===== src/rtl/rv16_decode_stage.sv =====
`timescale 1ns/1ps
// rv16 instruction-decode stage: two-entry skid buffer that splits words into
// opcode/rs1/rs2/rd fields and flags illegal opcodes and RAW hazards.
module rv16_decode_stage #(
  parameter int                  DATA          = 16,
  parameter int                  FIELD         = 4,
  parameter logic [2**FIELD-1:0] ILLEGAL_MASK  = '0,
  parameter logic [2**FIELD-1:0] NOWB_MASK     = '0,
  parameter bit                  HAZ_IGNORE_R0 = 1'b1
) (
  input  logic             clk,
  input  logic             rst,
  input  logic             flush_in,
  input  logic             instr_valid_in,
  input  logic [DATA-1:0]  instr_in,
  output logic             instr_ready_out,
  output logic             dec_valid_out,
  input  logic             dec_ready_in,
  output logic [FIELD-1:0] opcode_out,
  output logic [FIELD-1:0] rs1_addr_out,
  output logic [FIELD-1:0] rs2_addr_out,
  output logic [FIELD-1:0] rd_addr_out,
  output logic             illegal_out,
  output logic             hazard_out,
  output logic [1:0]       occupancy_out
);

  if (DATA != 4 * FIELD) begin : g_bad_width
    $error("rv16_decode_stage: DATA must equal 4*FIELD");
  end

  typedef struct packed {
    logic [FIELD-1:0] rd;
    logic [FIELD-1:0] rs2;
    logic [FIELD-1:0] rs1;
    logic [FIELD-1:0] op;
    logic             ill;
  } entry_t;

  entry_t           r_head, r_tail;
  logic [1:0]       r_occ;
  logic             r_ready;
  logic [FIELD-1:0] r_last_rd;
  logic             r_last_wb;

  entry_t           w_new, w_head_nxt, w_tail_nxt;
  logic [1:0]       w_occ_nxt;
  logic [FIELD-1:0] w_last_rd_nxt;
  logic             w_last_wb_nxt;
  logic             w_push, w_pop;

  assign w_push = instr_valid_in && r_ready;
  assign w_pop  = (r_occ != 2'd0) && dec_ready_in;

  // Decode once at push time so the outputs come straight from registers.
  assign w_new.op  = instr_in[FIELD-1:0];
  assign w_new.rs1 = instr_in[2*FIELD-1:FIELD];
  assign w_new.rs2 = instr_in[3*FIELD-1:2*FIELD];
  assign w_new.rd  = instr_in[4*FIELD-1:3*FIELD];
  assign w_new.ill = ILLEGAL_MASK[instr_in[FIELD-1:0]];

  always_comb begin
    // NOTE: every signal gets its hold value first so no path leaves it unassigned (no latch).
    w_occ_nxt     = r_occ;
    w_head_nxt    = r_head;
    w_tail_nxt    = r_tail;
    w_last_rd_nxt = r_last_rd;
    w_last_wb_nxt = r_last_wb;
    if (flush_in) begin
      w_occ_nxt     = 2'd0;
      w_last_wb_nxt = 1'b0;
    end else begin
      if (w_pop) begin
        w_last_rd_nxt = r_head.rd;
        w_last_wb_nxt = !NOWB_MASK[r_head.op] && !r_head.ill;
      end
      case (r_occ)
        2'd0: begin
          if (w_push) begin
            w_head_nxt = w_new;
            w_occ_nxt  = 2'd1;
          end
        end
        2'd1: begin
          if (w_push && w_pop) begin
            w_head_nxt = w_new;
          end else if (w_push) begin
            w_tail_nxt = w_new;
            w_occ_nxt  = 2'd2;
          end else if (w_pop) begin
            w_occ_nxt  = 2'd0;
          end
        end
        2'd2: begin
          // Ready is low here, so only a pop can happen.
          if (w_pop) begin
            w_head_nxt = r_tail;
            w_occ_nxt  = 2'd1;
          end
        end
        default: w_occ_nxt = 2'd0;
      endcase
    end
  end

  always_ff @(posedge clk or posedge rst) begin
    if (rst) begin
      // NOTE: the entry registers are reset too, so the field outputs read 0 out of reset.
      r_head    <= '0;
      r_tail    <= '0;
      r_occ     <= 2'd0;
      r_ready   <= 1'b1;
      r_last_rd <= '0;
      r_last_wb <= 1'b0;
    end else begin
      // NOTE: non-blocking assignments so every register samples pre-edge values.
      r_head    <= w_head_nxt;
      r_tail    <= w_tail_nxt;
      r_occ     <= w_occ_nxt;
      r_ready   <= (w_occ_nxt != 2'd2);
      r_last_rd <= w_last_rd_nxt;
      r_last_wb <= w_last_wb_nxt;
    end
  end

  logic w_addr_hit, w_r0_masked;
  assign w_addr_hit  = (r_head.rs1 == r_last_rd) || (r_head.rs2 == r_last_rd);
  assign w_r0_masked = HAZ_IGNORE_R0 && (r_last_rd == '0);

  assign instr_ready_out = r_ready;
  assign dec_valid_out   = (r_occ != 2'd0);
  assign occupancy_out   = r_occ;
  assign opcode_out      = r_head.op;
  assign rs1_addr_out    = r_head.rs1;
  assign rs2_addr_out    = r_head.rs2;
  assign rd_addr_out     = r_head.rd;
  assign illegal_out     = r_head.ill;
  assign hazard_out      = dec_valid_out && r_last_wb && w_addr_hit && !w_r0_masked;

endmodule

===== config.mk =====
export PLATFORM = sky130hd
export DESIGN_NAME = rv16_decode_stage
export DESIGN_NICKNAME = d
export VERILOG_FILES = /design/src/rtl/rv16_decode_stage.sv
export SDC_FILE = /design/constraint.sdc
export NUM_CORES = 1
export LEC_CHECK = 0
export ABC_AREA = 1
export CAP_MARGIN = 20
export CELL_PAD_IN_SITES_DETAIL_PLACEMENT = 0
export CELL_PAD_IN_SITES_GLOBAL_PLACEMENT = 2
export CORE_MARGIN = 10
export CORE_UTILIZATION = 29
export DETAILED_ROUTE_END_ITERATION = 10
export PLACE_DENSITY = 0.85
export REMOVE_ABC_BUFFERS = 1
export SYNTH_ARGS = -nofsm -noshare
export SYNTH_HDL_FRONTEND = slang
export SYNTH_SLANG_ARGS = --single-unit

===== constraint.sdc =====
create_clock -name clk -period 1.7 [get_ports clk]
set_input_delay 0.34 -clock clk [delete_from_list [all_inputs] [get_ports clk]]
set_output_delay 0.34 -clock clk [all_outputs]
set_load 0.05 [all_outputs]

==> results of run 1 <==
-- timing repair --
item,in CTS,in global routing
setup buffers,6,3
pin swaps,4,3
resized for setup,5,1
endpoints found under the setup margin,1,1
gates cloned,0,0
-- final cells by class --
class                      instances  area (um^2)  share of cell area
sequential                        40         1000               0.366
timing repair buffer              56          558               0.204
inverter                          36          135              0.0493
clock inverter                     2         35.0              0.0128
clock buffer                       6         72.6              0.0265
tap                               96          120              0.0439
multi-input combinational        156          816               0.298
-- state kept, by name, summed over array words and instances, names as in the netlist --
name,flops
r_tail,16
opcode_out,4
r_last_rd,4
rd_addr_out,4
rs1_addr_out,4
rs2_addr_out,4
occupancy_out,2
instr_ready_out,1
r_last_wb,1
-- metal layers --
layer	wire (um)	global-route usage	part of all wire
met1	2170	0.110	0.48
met2	2050	0.142	0.45
met3	256	0.0341	0.056
met4	60	0.0298	0.013
met5	0	0	0
-- logic make-up (layout without fill, tap and decap cells) --
logic type,count (synthesis),count (layout)
other cells,1,1
compound gates,57,57
simple gates,98,98
buf+inv,46,100
flops,40,40
-- through the flow --
| step | instance area (um^2) | total power, uW |
|---|---|---|
| 2_1_floorplan | 1950 | 1980 |
| 3_3_place_gp | 2560 | 2280 |
| 3_5_place_dp | 2560 | 2300 |
| 4_1_cts | 2710 | 3150 |
| 5_1_grt | 2740 | 3350 |
| 6_report | 2740 | 3120 |
-- cell usage after synthesis, drive strengths merged, types with 2 or more instances --
cell type   n  share of area
nand2      82           0.16
a21oi       8          0.020
buf        10          0.044
nor3        2         0.0098
dfrtp      39           0.48
nand4       2         0.0061
o21ai      32           0.11
nor2        9          0.017
nand3       3         0.0098
o21a       16          0.059
inv        36          0.066
-- critical path, delay by kind of cell, from the launching register on --
kind	cells	cell delay [ps]
buffers and inverters	2	210
flip-flops	1	410
AO/OA/AOI/OAI	1	200
AND/OR/NAND/NOR	4	270
-- path summary, 6_finish.rpt --
kind / from / endpoint / slack, ps / cells after the start
worst max-delay path: rs1_addr_out[3] / hazard_out / -30 / 7
worst min-delay path: rst / rs2_addr_out[2] / 310 / 2
worst max register to register: instr_ready_out / r_tail[2] / 280 / 6
worst min register to register: r_tail[11] / r_tail[11] / 480 / 2
max in group asynchronous: rst / r_last_rd[1] / 920 / 3
min in group clk: r_tail[11] / r_tail[11] / 480 / 2
-- power by group through the flow --
stage	logic (uW)	registers, uW	clock network [uW]
after detailed placement	976	1320	0
final	1040	1310	777
after global placement	960	1320	0
after floorplan	427	1550	0
after CTS	1030	1310	807
after global routing	1160	1340	858
==> flow_metrics.tcl, run 1 <==
set metrics [dict create \
    cts_buffers 5 \
    io_buffer_count 41 \
    vdd_ir_drop_max_v 0.000399 \
    drt_drc_violations_left 0 \
    hold_viol 0 \
    crit_path_frequent_cell "sky130_fd_sc_hd__nand2_1" \
    first_global_vias 1725 \
    core.rowCount 30 \
    global_route_wire_length_before_repair_mm 8.10 \
    final.setup.tns_ps -26.8 \
    crit_required_ps 1360 \
    instances_no_fill 392 \
    synthesis.instances 242 \
    drv.max_cap_violation_count 0 \
    holdCritPathClass "input pin to asynchronous set/reset pin" \
    tritoncts "yes" \
    synth_mux_area_frac 0 \
    die_height_um 104 \
    clock_sinks 40 \
    crit_path_start_kind "flop" \
    worstMarginPinSlew_ps 493 \
    final_layout_size_suffix_gt1_frac 0.267 \
    combinational_power_share 0.333 \
    setup_viol 1 \
    layout.cells.most_common_list "sky130_fd_sc_hd__nand2_1, sky130_fd_sc_hd__dfrtp_1, sky130_fd_sc_hd__buf_4" \
    power.internal_uw 2010 \
    n_antenna_cell 0 \
    critPathMaxStageDelay_ps 410 \
    async_flop_share 1.00 \
    power_frac_seq 0.418 \
    dpl_worst_slack_ps 13.8 \
    worst_setup_path_end_kind "output port" \
    ys_seq_area_frac 0.492 \
    drt_first_pass_iters 4 \
    synth_top_family_by_area "simple AND/OR/NAND/NOR gates" \
    final_core_utilization 0.403 \
    core_area_um2 6790 \
    synth-edff-count 0 \
    detail_route.vias_per_cell 4.20 \
    worst-path-max-fanout 4 \
    cts_htree_levels 2 \
    whs_ps 314 \
    gp_congestion 0.767 \
    pin_count_of_the_biggest_net_entering_global_routing 34 \
    fin_ws_ps -26.8 \
    via_count 1647 \
    initial_utilization 0.300 \
    worstPathArrival_ps 1390 \
    path_cells "inv_1, nand2_1, nand2_1, nor2_1, nand2_1, a21oi_2, buf_12" \
    synthXorXnorAreaFrac 0 \
    synth.distinct_cells 22 \
    timing.final.crit_share 1.02 \
    post_synth_and_or_nand_nor_area_fraction 0.203 \
    maximum_root_to_sink_buffer_count 2 \
    power-per-cell-area_nw_per_um2 1140 \
    total_wire_length_after_detailed_routing_mm 4.54 \
    synthesis.area_um2 2040 \
    initialDrtViolationCount 39 \
    cts_hold_buf 0 \
    synth_compound_area_frac 0.192 \
    fillCellCount 704 \
    pin_count 43 \
    syn2layout_area_growth_pct 34.5 \
    dominantRegCellSynth "sky130_fd_sc_hd__dfrtp_1" \
    grt_antenna_before_repair 0 \
    violations "setup timing" \
    floorplan.die_area_um2 10800 \
    switch_pwr_uw 1110 \
    status "finished with violations" \
    crit_slowest_cell "sky130_fd_sc_hd__dfrtp_1" \
    syn-mean-instance-area_um2 8.41 \
    clock.fmax_ghz 0.579 \
    criticalPathCategory "flop to output port" \
    postRouteAntennaNets 0 \
    number_of_pins_with_negative_max_slew_slack_in_the_final_report 0 \
    finalClockSkew_ps 2.90 \
    wl_per_cell_um 11.6 \
    die_w_um 104 \
    clk-insertion-delay-late_ps 300 \
    layout.nets 316 \
    timing.slew.headroom 0.669 \
    finalCriticalPeriod_ps 1730 \
    final_hpwl_dp_mm 3.28 \
    clkSlewWorstSetupHoldPaths_ps 80 \
    clock_tree.root_cell "sky130_fd_sc_hd__clkbuf_8" \
    adder_and_majority_gate_portion_of_the_synthesized_area 0 \
    clockPowerShare 0.249 \
    dp.cells 375 \
    mostFrequentLayoutCell "sky130_fd_sc_hd__nand2_1" \
    synth_warnings 0 \
    sw_frac_of_total 0.356 \
    cellLeakagePower_uw 0.00133 \
    unrepaired_setup_endpoints_after_global_routing "yes" \
    postSynthRegisterBits 40 \
    gr-usage-all-layers 0.0899 \
    globalRoute.totalOverflow 0 \
]
No activity file was read; power rests on OpenSTA's default activity.
==> run 2: changes to the inputs <==
--- a/config.mk
+++ b/config.mk
@@ -11,6 +11,7 @@
 export CELL_PAD_IN_SITES_GLOBAL_PLACEMENT = 2
 export CORE_MARGIN = 10
 export CORE_UTILIZATION = 29
+export CTS_CLUSTER_SIZE = 14
 export DETAILED_ROUTE_END_ITERATION = 10
 export PLACE_DENSITY = 0.85
 export REMOVE_ABC_BUFFERS = 1
==> results of run 2 <==
Same layout as run 1: the final DEF is identical, and so are final timing and power.
